--- src/rtl/wb_port_arbiter_if.sv ---
`default_nettype none
// +--------------------------------------------------------------------------+
// | wb_port_arbiter_if : pipeline / vector / register-file write-port bundle  |
// | Revision 1.0                                                              |
// +--------------------------------------------------------------------------+
interface wb_port_arbiter_if;
  logic [1:0]  pipeWEn_i;
  logic [3:0]  pipeRd_i;
  logic [63:0] pipeData_i;
  logic        vecValid_i;
  logic        vecReady_o;
  logic [1:0]  vecWEn_i;
  logic [3:0]  vecRd_i;
  logic [63:0] vecData_i;
  logic [1:0]  rfWEn_o;
  logic [3:0]  rfRd_o;
  logic [63:0] rfData_o;
  logic        grantVec_o;
  logic        pipeStall_o;
  logic [2:0]  fifoCount_o;

  modport slave (
    input  pipeWEn_i, pipeRd_i, pipeData_i,
    input  vecValid_i, vecWEn_i, vecRd_i, vecData_i,
    output vecReady_o, rfWEn_o, rfRd_o, rfData_o,
    output grantVec_o, pipeStall_o, fifoCount_o
  );

  modport master (
    output pipeWEn_i, pipeRd_i, pipeData_i,
    output vecValid_i, vecWEn_i, vecRd_i, vecData_i,
    input  vecReady_o, rfWEn_o, rfRd_o, rfData_o,
    input  grantVec_o, pipeStall_o, fifoCount_o
  );
endinterface
`default_nettype wire

--- src/rtl/wb_port_arbiter.sv ---
`default_nettype none
// +--------------------------------------------------------------------------+
// | wb_port_arbiter : shares the RF write port between pipeline and vector    |
// | FIFO; WB_STARVE_GUARD_EN enables the forced-grant starvation guard.       |
// | Revision 1.0                                                              |
// +--------------------------------------------------------------------------+
module wb_port_arbiter #(
  parameter int FIFO_DEPTH = 2,
  parameter int MAX_WAIT   = 8
) (
  input  logic                 clk,
  input  logic                 rst,
  wb_port_arbiter_if.slave     bus
);

  localparam int         c_PTR_W     = (FIFO_DEPTH == 4) ? 2 : 1;
  localparam logic [2:0] c_DEPTH_CNT = 3'(FIFO_DEPTH);

  logic [69:0]        r_mem [FIFO_DEPTH];
  logic [c_PTR_W-1:0] r_head;
  logic [c_PTR_W-1:0] r_tail;
  logic [2:0]         r_count;
  logic [2:0]         w_count_nxt;
  logic               w_ready;
  logic               w_empty;
  logic               w_push;
  logic               w_pop;
  logic               w_pipe_req;
  logic               w_grant_pipe;
  logic               w_force;
  logic [69:0]        w_head;

  logic [1:0]         r_rf_wen;
  logic [3:0]         r_rf_rd;
  logic [63:0]        r_rf_data;
  logic               r_grant_vec;

  assign w_ready      = (r_count < c_DEPTH_CNT);
  assign w_empty      = (r_count == 3'd0);
  assign w_push       = bus.vecValid_i & w_ready;
  assign w_pipe_req   = (bus.pipeWEn_i != 2'b00);
  assign w_grant_pipe = w_pipe_req & ~w_force;
  // A FORCE cycle always pops: the FIFO cannot drain while the head is denied.
  assign w_pop        = ~w_empty & (w_force | ~w_pipe_req);
  assign w_head       = r_mem[r_head];

  always_comb begin
    w_count_nxt = r_count;
    if (w_push && !w_pop) begin
      w_count_nxt = r_count + 3'd1;
    end else if (!w_push && w_pop) begin
      w_count_nxt = r_count - 3'd1;
    end
  end

  always_ff @(posedge clk) begin
    if (w_push) begin
      r_mem[r_tail] <= {bus.vecWEn_i, bus.vecRd_i, bus.vecData_i};
    end
  end

  always_ff @(posedge clk or negedge rst) begin
    if (!rst) begin
      r_head  <= '0;
      r_tail  <= '0;
      r_count <= 3'd0;
    end else begin
      if (w_push) r_tail <= r_tail + 1'b1;
      if (w_pop)  r_head <= r_head + 1'b1;
      r_count <= w_count_nxt;
    end
  end

  always_ff @(posedge clk or negedge rst) begin
    if (!rst) begin
      r_rf_wen    <= 2'b00;
      r_rf_rd     <= 4'd0;
      r_rf_data   <= 64'd0;
      r_grant_vec <= 1'b0;
    end else if (w_grant_pipe) begin
      r_rf_wen    <= bus.pipeWEn_i;
      r_rf_rd     <= bus.pipeRd_i;
      r_rf_data   <= bus.pipeData_i;
      r_grant_vec <= 1'b0;
    end else if (w_pop) begin
      r_rf_wen    <= w_head[69:68];
      r_rf_rd     <= w_head[67:64];
      r_rf_data   <= w_head[63:0];
      r_grant_vec <= 1'b1;
    end else begin
      r_rf_wen    <= 2'b00;
      r_rf_rd     <= 4'd0;
      r_rf_data   <= 64'd0;
      r_grant_vec <= 1'b0;
    end
  end

`ifdef WB_STARVE_GUARD_EN
  localparam logic [1:0] S_IDLE  = 2'd0;
  localparam logic [1:0] S_WAIT  = 2'd1;
  localparam logic [1:0] S_FORCE = 2'd2;
  localparam logic [3:0] c_WAIT_LIM = 4'(MAX_WAIT - 1);

  logic [1:0] r_state;
  logic [1:0] w_state_nxt;
  logic [3:0] r_wait;
  logic [3:0] w_wait_nxt;
  logic       w_denied;

  assign w_denied = ~w_empty & ~w_pop;

  always_ff @(posedge clk or negedge rst) begin
    if (!rst) begin
      r_state <= S_IDLE;
      r_wait  <= 4'd0;
    end else begin
      r_state <= w_state_nxt;
      r_wait  <= w_wait_nxt;
    end
  end

  always_comb begin
    w_state_nxt = r_state;
    w_wait_nxt  = r_wait;
    case (r_state)
      S_IDLE, S_WAIT: begin
        if (w_denied) begin
          if (r_wait == c_WAIT_LIM) begin
            w_state_nxt = S_FORCE;
            w_wait_nxt  = 4'd0;
          end else begin
            w_state_nxt = S_WAIT;
            w_wait_nxt  = r_wait + 4'd1;
          end
        end else begin
          w_state_nxt = S_IDLE;
          w_wait_nxt  = 4'd0;
        end
      end
      S_FORCE: begin
        w_wait_nxt  = 4'd0;
        w_state_nxt = (w_count_nxt != 3'd0) ? S_WAIT : S_IDLE;
      end
      default: begin
        w_state_nxt = S_IDLE;
        w_wait_nxt  = 4'd0;
      end
    endcase
  end

  always_comb begin
    w_force = (r_state == S_FORCE);
  end
`else
  assign w_force = 1'b0;
`endif

  assign bus.vecReady_o  = w_ready;
  assign bus.fifoCount_o = r_count;
  assign bus.pipeStall_o = w_force;
  assign bus.rfWEn_o     = r_rf_wen;
  assign bus.rfRd_o      = r_rf_rd;
  assign bus.rfData_o    = r_rf_data;
  assign bus.grantVec_o  = r_grant_vec;

endmodule
`default_nettype wire

--- src/flat_wrapper.sv ---
// flat-port wrapper written by rule: the top's interface ports become plain ports
module wb_port_arbiter_flat 
#(
  parameter int FIFO_DEPTH = 2,
  parameter int MAX_WAIT   = 8
)
  (clk, rst, bus_pipeWEn_i, bus_pipeRd_i, bus_pipeData_i, bus_vecValid_i, bus_vecWEn_i, bus_vecRd_i, bus_vecData_i, bus_vecReady_o, bus_rfWEn_o, bus_rfRd_o, bus_rfData_o, bus_grantVec_o, bus_pipeStall_o, bus_fifoCount_o);
  wb_port_arbiter_if bus_i ();
  input  logic clk;
  input  logic rst;
  input wire logic [$bits(bus_i.pipeWEn_i)-1:0] bus_pipeWEn_i;
  input wire logic [$bits(bus_i.pipeRd_i)-1:0] bus_pipeRd_i;
  input wire logic [$bits(bus_i.pipeData_i)-1:0] bus_pipeData_i;
  input wire logic [$bits(bus_i.vecValid_i)-1:0] bus_vecValid_i;
  input wire logic [$bits(bus_i.vecWEn_i)-1:0] bus_vecWEn_i;
  input wire logic [$bits(bus_i.vecRd_i)-1:0] bus_vecRd_i;
  input wire logic [$bits(bus_i.vecData_i)-1:0] bus_vecData_i;
  output wire logic [$bits(bus_i.vecReady_o)-1:0] bus_vecReady_o;
  output wire logic [$bits(bus_i.rfWEn_o)-1:0] bus_rfWEn_o;
  output wire logic [$bits(bus_i.rfRd_o)-1:0] bus_rfRd_o;
  output wire logic [$bits(bus_i.rfData_o)-1:0] bus_rfData_o;
  output wire logic [$bits(bus_i.grantVec_o)-1:0] bus_grantVec_o;
  output wire logic [$bits(bus_i.pipeStall_o)-1:0] bus_pipeStall_o;
  output wire logic [$bits(bus_i.fifoCount_o)-1:0] bus_fifoCount_o;
  assign bus_i.pipeWEn_i = bus_pipeWEn_i;
  assign bus_i.pipeRd_i = bus_pipeRd_i;
  assign bus_i.pipeData_i = bus_pipeData_i;
  assign bus_i.vecValid_i = bus_vecValid_i;
  assign bus_i.vecWEn_i = bus_vecWEn_i;
  assign bus_i.vecRd_i = bus_vecRd_i;
  assign bus_i.vecData_i = bus_vecData_i;
  assign bus_vecReady_o = bus_i.vecReady_o;
  assign bus_rfWEn_o = bus_i.rfWEn_o;
  assign bus_rfRd_o = bus_i.rfRd_o;
  assign bus_rfData_o = bus_i.rfData_o;
  assign bus_grantVec_o = bus_i.grantVec_o;
  assign bus_pipeStall_o = bus_i.pipeStall_o;
  assign bus_fifoCount_o = bus_i.fifoCount_o;
  wb_port_arbiter #(.FIFO_DEPTH(FIFO_DEPTH), .MAX_WAIT(MAX_WAIT)) u_core (.clk(clk), .rst(rst), .bus(bus_i));
endmodule
--- config.mk ---
export PLATFORM = sky130hd
export DESIGN_NAME = wb_port_arbiter_flat
export DESIGN_NICKNAME = d
export VERILOG_FILES = /design/src/rtl/wb_port_arbiter_if.sv /design/src/rtl/wb_port_arbiter.sv /design/src/flat_wrapper.sv
export SDC_FILE = /design/constraint.sdc
export NUM_CORES = 1
export LEC_CHECK = 0
export ABC_AREA = 1
export ABC_CLOCK_PERIOD_IN_PS = 4360
export CORE_MARGIN = 10
export CORE_UTILIZATION = 34
export DETAILED_ROUTE_END_ITERATION = 8
export GPL_ROUTABILITY_DRIVEN = 1
export PLACE_DENSITY = 0.63
export SLEW_MARGIN = 20
export SYNTH_ARGS = -nofsm -noshare
export SYNTH_HDL_FRONTEND = slang
export SYNTH_SLANG_ARGS = --single-unit
--- constraint.sdc ---
create_clock -name clk -period 4.36 [get_ports clk]
set_input_delay 0.654 -clock clk [delete_from_list [all_inputs] [get_ports clk]]
set_output_delay 0.654 -clock clk [all_outputs]
set_load 0.02 [all_outputs]
# --- After elaboration in Yosys (flattened, before gate mapping) ---
# Memories as Yosys holds them, arrays and structs flattened.
# Cells that the tools add are included.
# Widths: inputs -> output; s select.
op_classes:
  add_sub_neg: 4
  magnitude_cmp: 1
  muxes: 12
  bitwise: 4
  n_reduce_logical: 7
op_table:
  columns: ["cell", "count"]
  rows:
  - ["$mux 64", 2]
  - ["$mux 4", 2]
  - ["$mux 3", 2]
  - ["$mux 1", 4]
  - ["$mux 2", 2]
  - ["$reduce_bool 2->1", 2]
  - ["$add 3x1->3 const B", 1]
  - ["$logic_not 3->1", 1]
  - ["$lt 3x2->1 const B", 1]
  - ["$sub 3x1->3 const B", 1]
  - ["$add 1x1->1 const B", 2]
  - ["$and 1x1->1", 2]
  - ["$logic_and 1x1->1", 2]
  - ["$logic_not 1->1", 2]
  - ["$not 1->1", 2]
word_totals:
  regBits: 76
  ramBits: 140
  inputBits: 143
  elab_cells: 36
  n_memories: 1
memory_table:
  columns: ["memory", "words", "word_bits", "read_ports", "rd_clocked_by_memory_dff", "write_ports", "line_no", "rtl"]
  rows:
  - ["u_core.r_mem", 2, 70, 1, 0, 1, "wb_port_arbiter.sv:19", "logic [69:0] r_mem [FIFO_DEPTH];"]

# --- Logic depth before layout (Yosys ltp) ---
# Gate-level depths: netlist of run 1.
depth:
  depth_word: 6
  ltp_mapped: 11

# --- Least setup slack after synthesis of run 1 ---
# OpenSTA, ideal clock, no wires.
synth_timing:
  kind: "register to register"
  startpoint: "reg u_core.r_count[2] (netlist: u_core.bus.fifoCount_o[2])"
  endpoint: "mem u_core.r_mem[0][0], enable pin"
  setup_ns: 0.499
  arrival_ns: 3.874
  path_slack_ns: -0.013
  path_stages_with_launch: 4
  synth_period_minus_slack_ns: 4.373
  path_cell_list: "dfrtp_1 > nor2_2 > nand2_1 > nor2_1"
synth_via:
  elab_chain_len: 4
synth_rtl:
  columns: ["element", "line_no", "rtl"]
  rows:
  - ["start, declared", "wb_port_arbiter.sv:22", "logic [2:0] r_count;"]
  - ["start signal, assigned", "wb_port_arbiter.sv:70", "r_count <= w_count_nxt;"]
  - ["$lt 3x2->1", "wb_port_arbiter.sv:38", "assign w_ready = (r_count < c_DEPTH_CNT);"]
  - ["net bus_vecReady_o", "flat_wrapper.sv:18", "output wire logic [$bits(bus_i.vecReady_o)-1:0] bus_vecReady_o;"]
  - ["$and 1x1->1", "wb_port_arbiter.sv:40", "assign w_push = bus.vecValid_i & w_ready;"]
  - ["$mux 1", "wb_port_arbiter.sv:57", "if (w_push) begin"]
  - ["$mux 1 (not written as such)", "wb_port_arbiter.sv:58", "r_mem[r_tail] <= {bus.vecWEn_i, bus.vecRd_i, bus.vecData_i};"]
  - ["end, declared", "wb_port_arbiter.sv:19", null]
# The timed path passes the listed nets, and every way through them passes these cells.

# --- Worst setup path in the final report of run 1 ---
layout_timing:
  startpoint: "in bus_pipeWEn_i[0]"
  endpoint: "reg u_core.r_count[1] (netlist: u_core.bus.fifoCount_o[1])"
layout_via:
  elab_chain_len: 6
layout_rtl:
  columns: ["element", "line_no", "rtl"]
  rows:
  - ["start, declared", "flat_wrapper.sv:11", "input wire logic [$bits(bus_i.pipeWEn_i)-1:0] bus_pipeWEn_i;"]
  - ["$reduce_bool 2->1", "wb_port_arbiter.sv:41", "assign w_pipe_req = (bus.pipeWEn_i != 2'b00);"]
  - ["$not 1->1", "wb_port_arbiter.sv:44", "assign w_pop = ~w_empty & (w_force | ~w_pipe_req);"]
  - ["$and 1x1->1", "wb_port_arbiter.sv:44", null]
  - ["$logic_not 1->1", "wb_port_arbiter.sv:49", "if (w_push && !w_pop) begin"]
  - ["$logic_and 1x1->1", "wb_port_arbiter.sv:49", null]
  - ["$mux 3", "wb_port_arbiter.sv:49", null]
  - ["net u_core.w_count_nxt[1]", "wb_port_arbiter.sv:23", "logic [2:0] w_count_nxt;"]
# The timed path passes the listed nets, and every way through them passes these cells.
# A chain may end at the register's enable or synchronous reset.

==> reports/results.md, run 1 <==
* Starting Density: 34.6%
* total vias in the final route: 5485
* run status: completed
* sink count of the clock tree: 216
* total overflow reported by the global router: 0
* die boundary height: 175 um
* placed cell count: 1215
* Post-CTS Resized: 0
* final number of setup-violating endpoints: 0
* Hold/Removal Path Class: input port to async pin
* worst relative slew slack: 34.0%
* clock edge transition at the registers on the reported setup and hold paths: 60 ps
* final layout net count: 1066
* Internal Dissipation: 4.29 mW
* number of H-tree levels: 1
* FILL cells: 2108
* Period Utilization, post-route: 55.9%
* Worst Setup Slack, final: 1920 ps
* cts bufs inserted: 23
* worst ir drop on vdd: 360 uV
* root buffer cell: clkbuf_16
* overall global routing resource usage: 13.2%
* Arr. time, crit path: 2820 ps
* most used standard cell by instance count after synthesis: nand2_1
* CTS max path bufs: 3
* utilization after layout: 48.2%
* GR Util met3: 4.59%
* number of flip-flops and latches in the synthesized netlist: 216
* Slew Viols, Final: 0
* Lkg Pwr: 4.77 nW
* sum of negative setup slack: 0 ps
* crit path kind: input port to flip-flop
* Avg Vias per Cell: 4.36
* Max Fanout on Critical Path: 41
* Ports: 219
* Die X: 175 um
* RSZ-0062 raised after global routing: false
* cell type contributing the most total cell area after synthesis: edfxtp_1
* required time at the worst-slack endpoint: 4750 ps
* sequential cell area fraction in the yosys report: 75.2%
* met2 track demand over resource in global routing: 21.9%
* area share of the largest cell type after synthesis: 51.8%
* # port buffers: 217
* Post-Layout Cell Count: 1257
* number of flops mapped to enable cells by yosys: 140
* first-pass GRT wire length: 32.1 mm
* Yosys warnings: 0
* maximum capacitance violations: 0
* number of nets in the synthesized netlist: 852
* pre-CTS setup slack: 1430 ps
* shortest clock period the worst path allows after layout: 2440 ps
* post-route DRC violation count: 0
* top cells by area, synth: edfxtp_1, dfrtp_1, nand2_1, nand3_1, buf_2
* Clock Power Share: 29.9%
* pwr dens: 550 nW/um2
* gate count of the mapped netlist: 707
* cts-stage hold buffer count: 0
* buffers inserted during post-CTS setup optimization: 0
* routed wire length: 20.8 mm
* final hold violation count: 0
* global placer's final weighted congestion: 0.742
* CTS tree: yes
* share of async-settable or async-resettable flops after synthesis: 35.2%
* post-synthesis area per instance: 11.5 um2
* share of post-route cells with drive strength above 1: 5.34%
* Fin Clk Skew: 6.67 ps
* worst slew pin tran: 990 ps
* first-iteration detailed-routing DRC count: 432
* number of cell rows: 56
* overall die area: 30500 um2
* mean routed wirelength per cell: 16.6 um
* number of iterations in the first detailed-routing pass: 4
* Fmax: 0.410 GHz
* worst-skew pair later-pin latency: 500 ps
* P&R area growth vs syn: 39.4%
* Worst setup SP type: input port
* maximum number of pins on one net before global-route repair: 77
* layer carrying the most global-route usage: met2
* Std-Cell Core Area: 23500 um2
* initial antenna violation count: 2
* Top FF cell, synth: edfxtp_1
* Post-DRT Antenna Nets: 0
* post-detailed-placement half-perimeter wirelength: 13.3 mm
* via count of the first global-routing pass: 5555
* Combinational Power Share: 26.9%
* met1 track utilization from global routing: 16.2%
* post-synth design cell area: 8120 um2
* register share of total power: 43.2%
* net switching share of the total power: 31.1%
* number of distinct library cell variants in the gate-level netlist after synthesis: 18
* most frequent cells after synthesis: nand2_1, edfxtp_1, dfrtp_1, nand3_1, buf_2
* Psw: 1.94 mW
* Critical Path End Type: flip-flop
worst max-delay path: stages:
cell	delay, ps
clkdlybuf4s50_1	460
nor2_4	180
buf_4	430
nand2_1	180
ha_1	240
inv_1	90
fa_1	430
nand2_1	80
nand2_1	60
logic make-up (layout without fill, tap and decap cells):
group         after synthesis  after routing  synth area share, %
other cells                 1              2               0.0462
xor+xnor                    2              2                0.216
buf+inv                    49            279                 2.71
fa+ha+maj                   2              2                0.400
simple gates              437            437                 21.5
flops                     216            216                 75.2
registers in the layout (all words and copies together) (netlist names):
| register | count |
|---|---|
| u_core.bus.fifoCount_o | 3 |
| u_core.r_head | 1 |
| u_core.bus.rfRd_o | 4 |
| u_core.r_tail | 1 |
| u_core.r_mem | 140 |
| u_core.bus.rfWEn_o | 2 |
| u_core.bus.grantVec_o | 1 |
| u_core.bus.rfData_o | 64 |
final cells by class:
cell class	instances	area, um2	share of cell area (%)
Clock inverter	13	111	0.983
Inverter	12	45.0	0.398
Tap cell	319	399	3.52
Clock buffer	28	604	5.34
Multi-Input combinational cell	442	1810	16.0
Sequential cell	216	6110	53.9
Timing Repair Buffer	226	2240	19.8
Antenna cell	1	2.50	0.0221
routing by layer:
metal,wire length [um],vias to the layer above,part of all wire [%]
met5,13,-,0.062
met4,357,2,1.7
met3,1720,29,8.3
met2,10100,166,48
met1,8650,2542,42
li1,-,2746,-
layout by cell type, fill, tap and decap left out, types with 2 or more instances in the layout:
| cell | synthesis | routed |
|---|---|---|
| buf_4 | 1 | 9 |
| bufinv_16 | 0 | 2 |
| clkbuf_1 | 10 | 4 |
| clkbuf_16 | 0 | 23 |
| clkdlybuf4s50_1 | 0 | 216 |
| clkinv_1 | 0 | 5 |
| clkinv_2 | 0 | 5 |
| dfrtp_1 | 76 | 75 |
| edfxtp_1 | 140 | 140 |
| inv_1 | 10 | 10 |
| inv_2 | 2 | 2 |
| nand2_1 | 360 | 359 |
| nand3_1 | 72 | 72 |
| nor2_4 | 1 | 3 |
final timing paths:
path | start | to | slack, ps | depth (start not counted)
min in group clk | u_core.r_mem[0][7] | u_core.bus.rfData_o[7] | 550 | 4
worst min-delay path | rst | u_core.bus.rfData_o[54] | 190 | 1
worst max-delay path | bus_pipeWEn_i[0] | u_core.bus.fifoCount_o[1] | 1920 | 9
worst min register to register | u_core.r_mem[0][7] | u_core.bus.rfData_o[7] | 550 | 4
max in group asynchronous | rst | u_core.bus.rfData_o[11] | 3640 | 1
worst max register to register | u_core.bus.fifoCount_o[1] | u_core.r_mem[0][68] | 2250 | 4
stage by stage:
step	total power, mW	cell area [um2]	hold slack, ps
2_1_floorplan	3.75	8120	358
6_report	6.23	11300	187
4_1_cts	6.34	11300	390
5_1_grt	6.61	11300	243
3_5_place_dp	4.45	10600	534
3_3_place_gp	4.42	10600	531
power by group through the flow:
stage	Sequential (mW)	Combinational, mW	Clock (mW)
after floorplan	2.90	0.843	0
after global placement	2.73	1.70	0
after detailed placement	2.74	1.72	0
after CTS	2.70	1.73	1.92
after global routing	2.73	1.88	2.00
final	2.69	1.68	1.86
Power figures use the tool's default switching activity.
==> inputs of run 2 (changes only) <==
Settings changed: ABC_CLOCK_PERIOD_IN_PS 4360 to 2400.
Clock period 4.36 ns to 2.4 ns, I/O delays scaled along.
==> reports/results.md, run 2 (same netlist as run 1, synthesis figures left out) <==
* run status: completed
* required time at the worst-slack endpoint: 2040 ps
* worst relative slew slack: 44.7%
* Psw: 3.59 mW
* Internal Dissipation: 8.06 mW
* total overflow reported by the global router: 0
* Fmax: 0.476 GHz
* pwr dens: 1010 nW/um2
* worst ir drop on vdd: 445 uV
* most used cells in the layout excluding fill and tap cells: nand2_1, clkdlybuf4s50_1, edfxtp_1, dfrtp_1, nand3_1
* overall global routing resource usage: 13.6%
* FILL cells: 2095
* initial antenna violation count: 0
* Arr. time, crit path: 1740 ps
* sink count of the clock tree: 216
* maximum capacitance violations: 0
* Slew Viols, Final: 0
* post-detailed-placement half-perimeter wirelength: 14.1 mm
* maximum number of pins on one net before global-route repair: 72
* Period Utilization, post-route: 87.6%
* number of iterations in the first detailed-routing pass: 4
* Hold/Removal Path Class: input port to async pin
* final hold violation count: 0
* clock edge transition at the registers on the reported setup and hold paths: 60 ps
* CTS tree: yes
* met2 wire length: 10.9 mm
* CTS max path bufs: 3
* Die X: 175 um
* Post-DRT Antenna Nets: 0
* share of post-route cells with drive strength above 1: 6.14%
* Fin Clk Skew: 14.7 ps
* shortest clock period the worst path allows after layout: 2100 ps
* standard cell area after detailed placement: 10700 um2
* overall die area: 30500 um2
* Finished Cell Area: 11500 um2
* ant diodes: 0
* crit path kind: flip-flop to primary output
* global placer's final weighted congestion: 0.733
* depth of the most critical reg-to-reg path: 10
* final layout net count: 1072
* # port buffers: 217
* P&R area growth vs syn: 41.8%
* register ranked first by flip-flop count: u_core.r_mem
* sum of negative setup slack: 0 ps
* RSZ-0062 raised after global routing: false
* register share of total power: 42.0%
* worst-skew pair later-pin latency: 510 ps
* final number of setup-violating endpoints: 0
* routed wire length: 21.3 mm
* Avg Vias per Cell: 4.47
* die boundary height: 175 um
* net switching share of the total power: 30.8%
* via count of the first global-routing pass: 5831
* Max Fanout on Critical Path: 4
* Post-CTS Resized: 0
* cts bufs inserted: 24
* Combinational Power Share: 27.0%
* root buffer cell: clkbuf_16
* Worst setup SP type: flip-flop
* number of H-tree levels: 1
* flip-flop count of the largest register, all copies and words added: 140
* Ports: 219
* routed wire length on met3: 1.31 mm
* Critical Path End Type: primary output
* Max Used Layer: met4
* first-pass GRT wire length: 33.0 mm
* Clock Power Share: 31.0%
* post-route DRC violation count: 0
* first-iteration detailed-routing DRC count: 304
* Std-Cell Core Area: 23500 um2
* worst slew pin tran: 830 ps
* Lkg Pwr: 4.86 nW
* number of cell rows: 56
* Starting Density: 34.6%
* total vias in the final route: 5647
* most common cell after layout, fill and taps aside: nand2_1
* detailed-routing wirelength on met1: 8.62 mm
* mean routed wirelength per cell: 16.8 um
run 2: changes by cell type in the layout (fill, tap and decap cells not counted), sizes merged:
cell         change
clkbuf          +11
clkinv           -6
buf              +4
bufinv           -1
clkinvlp         -1
diode            -1
dlygate4sd3      +1
run 2: power groups by stage:
stage	Clock (mW)	Sequential, mW	Combinational [mW]
2_1_floorplan	0	5.25	1.55
3_5_place_dp	0	4.97	3.21
5_1_grt	3.86	4.96	3.50
3_3_place_gp	0	4.95	3.18
6_report	3.61	4.90	3.14
4_1_cts	3.72	4.90	3.24
run 2: area by class of cell:
cell class	count	area, um2	area share [%]
sequential	216	6110	53.0
timing repair buffer	231	2350	20.4
tap	319	399	3.47
clock inverter	5	52.6	0.456
clock buffer	39	738	6.41
multi-input combinational	442	1820	15.8
inverter	12	45.0	0.391
run 2: layer usage:
layer  up-vias  global-route usage [%]
li1       2759                       -
met1      2707                    15.8
met2       154                    24.1
met3        27                    3.75
met4         0                    3.92
met5         -                       0
run 2: repair_timing:
action,in CTS,in global routing
setup buffers,0,0
hold endpoints to repair,36,0
hold buffers,1,0
run 2: stage by stage:
stage / total power, mW / util (%) / hold slack (ps) / std cells / worst slack (ps)
finish: 11.6 / 49.1 / 383 / 1264 / 298
CTS: 11.9 / 49.1 / 355 / 1264 / 254
global placement: 8.13 / 45.7 / 374 / 1219 / 230
floorplan: 6.80 / - / 64.4 / 707 / 55.6
global route: 12.3 / 49.1 / 374 / 1264 / 224
detailed placement: 8.18 / 45.7 / 379 / 1219 / 202
run 2: path summary, 6_finish.rpt:
kind / startpoint / to / slack, ps
max reg2reg: u_core.bus.fifoCount_o[2] / u_core.bus.fifoCount_o[2] / 500
max in group asynchronous: rst / u_core.bus.rfData_o[41] / 1400
min: rst / u_core.bus.rfData_o[62] / 380
max: u_core.bus.fifoCount_o[2] / bus_vecReady_o / 300
min in group clk: bus_pipeData_i[28] / u_core.bus.rfData_o[28] / 380
min reg2reg: u_core.r_mem[0][39] / u_core.bus.rfData_o[39] / 540
run 2: critical path: stages, from the launching register on:
cell and delay (ps):
dfrtp_1 430, nor2_4 160, clkdlybuf4s50_1 650
==> inputs of run 3 (changes only) <==
Settings changed: TNS_END_PERCENT from default to 1.
==> results of run 3 <==
No change in the layout: final DEF, timing and power equal those of run 2.
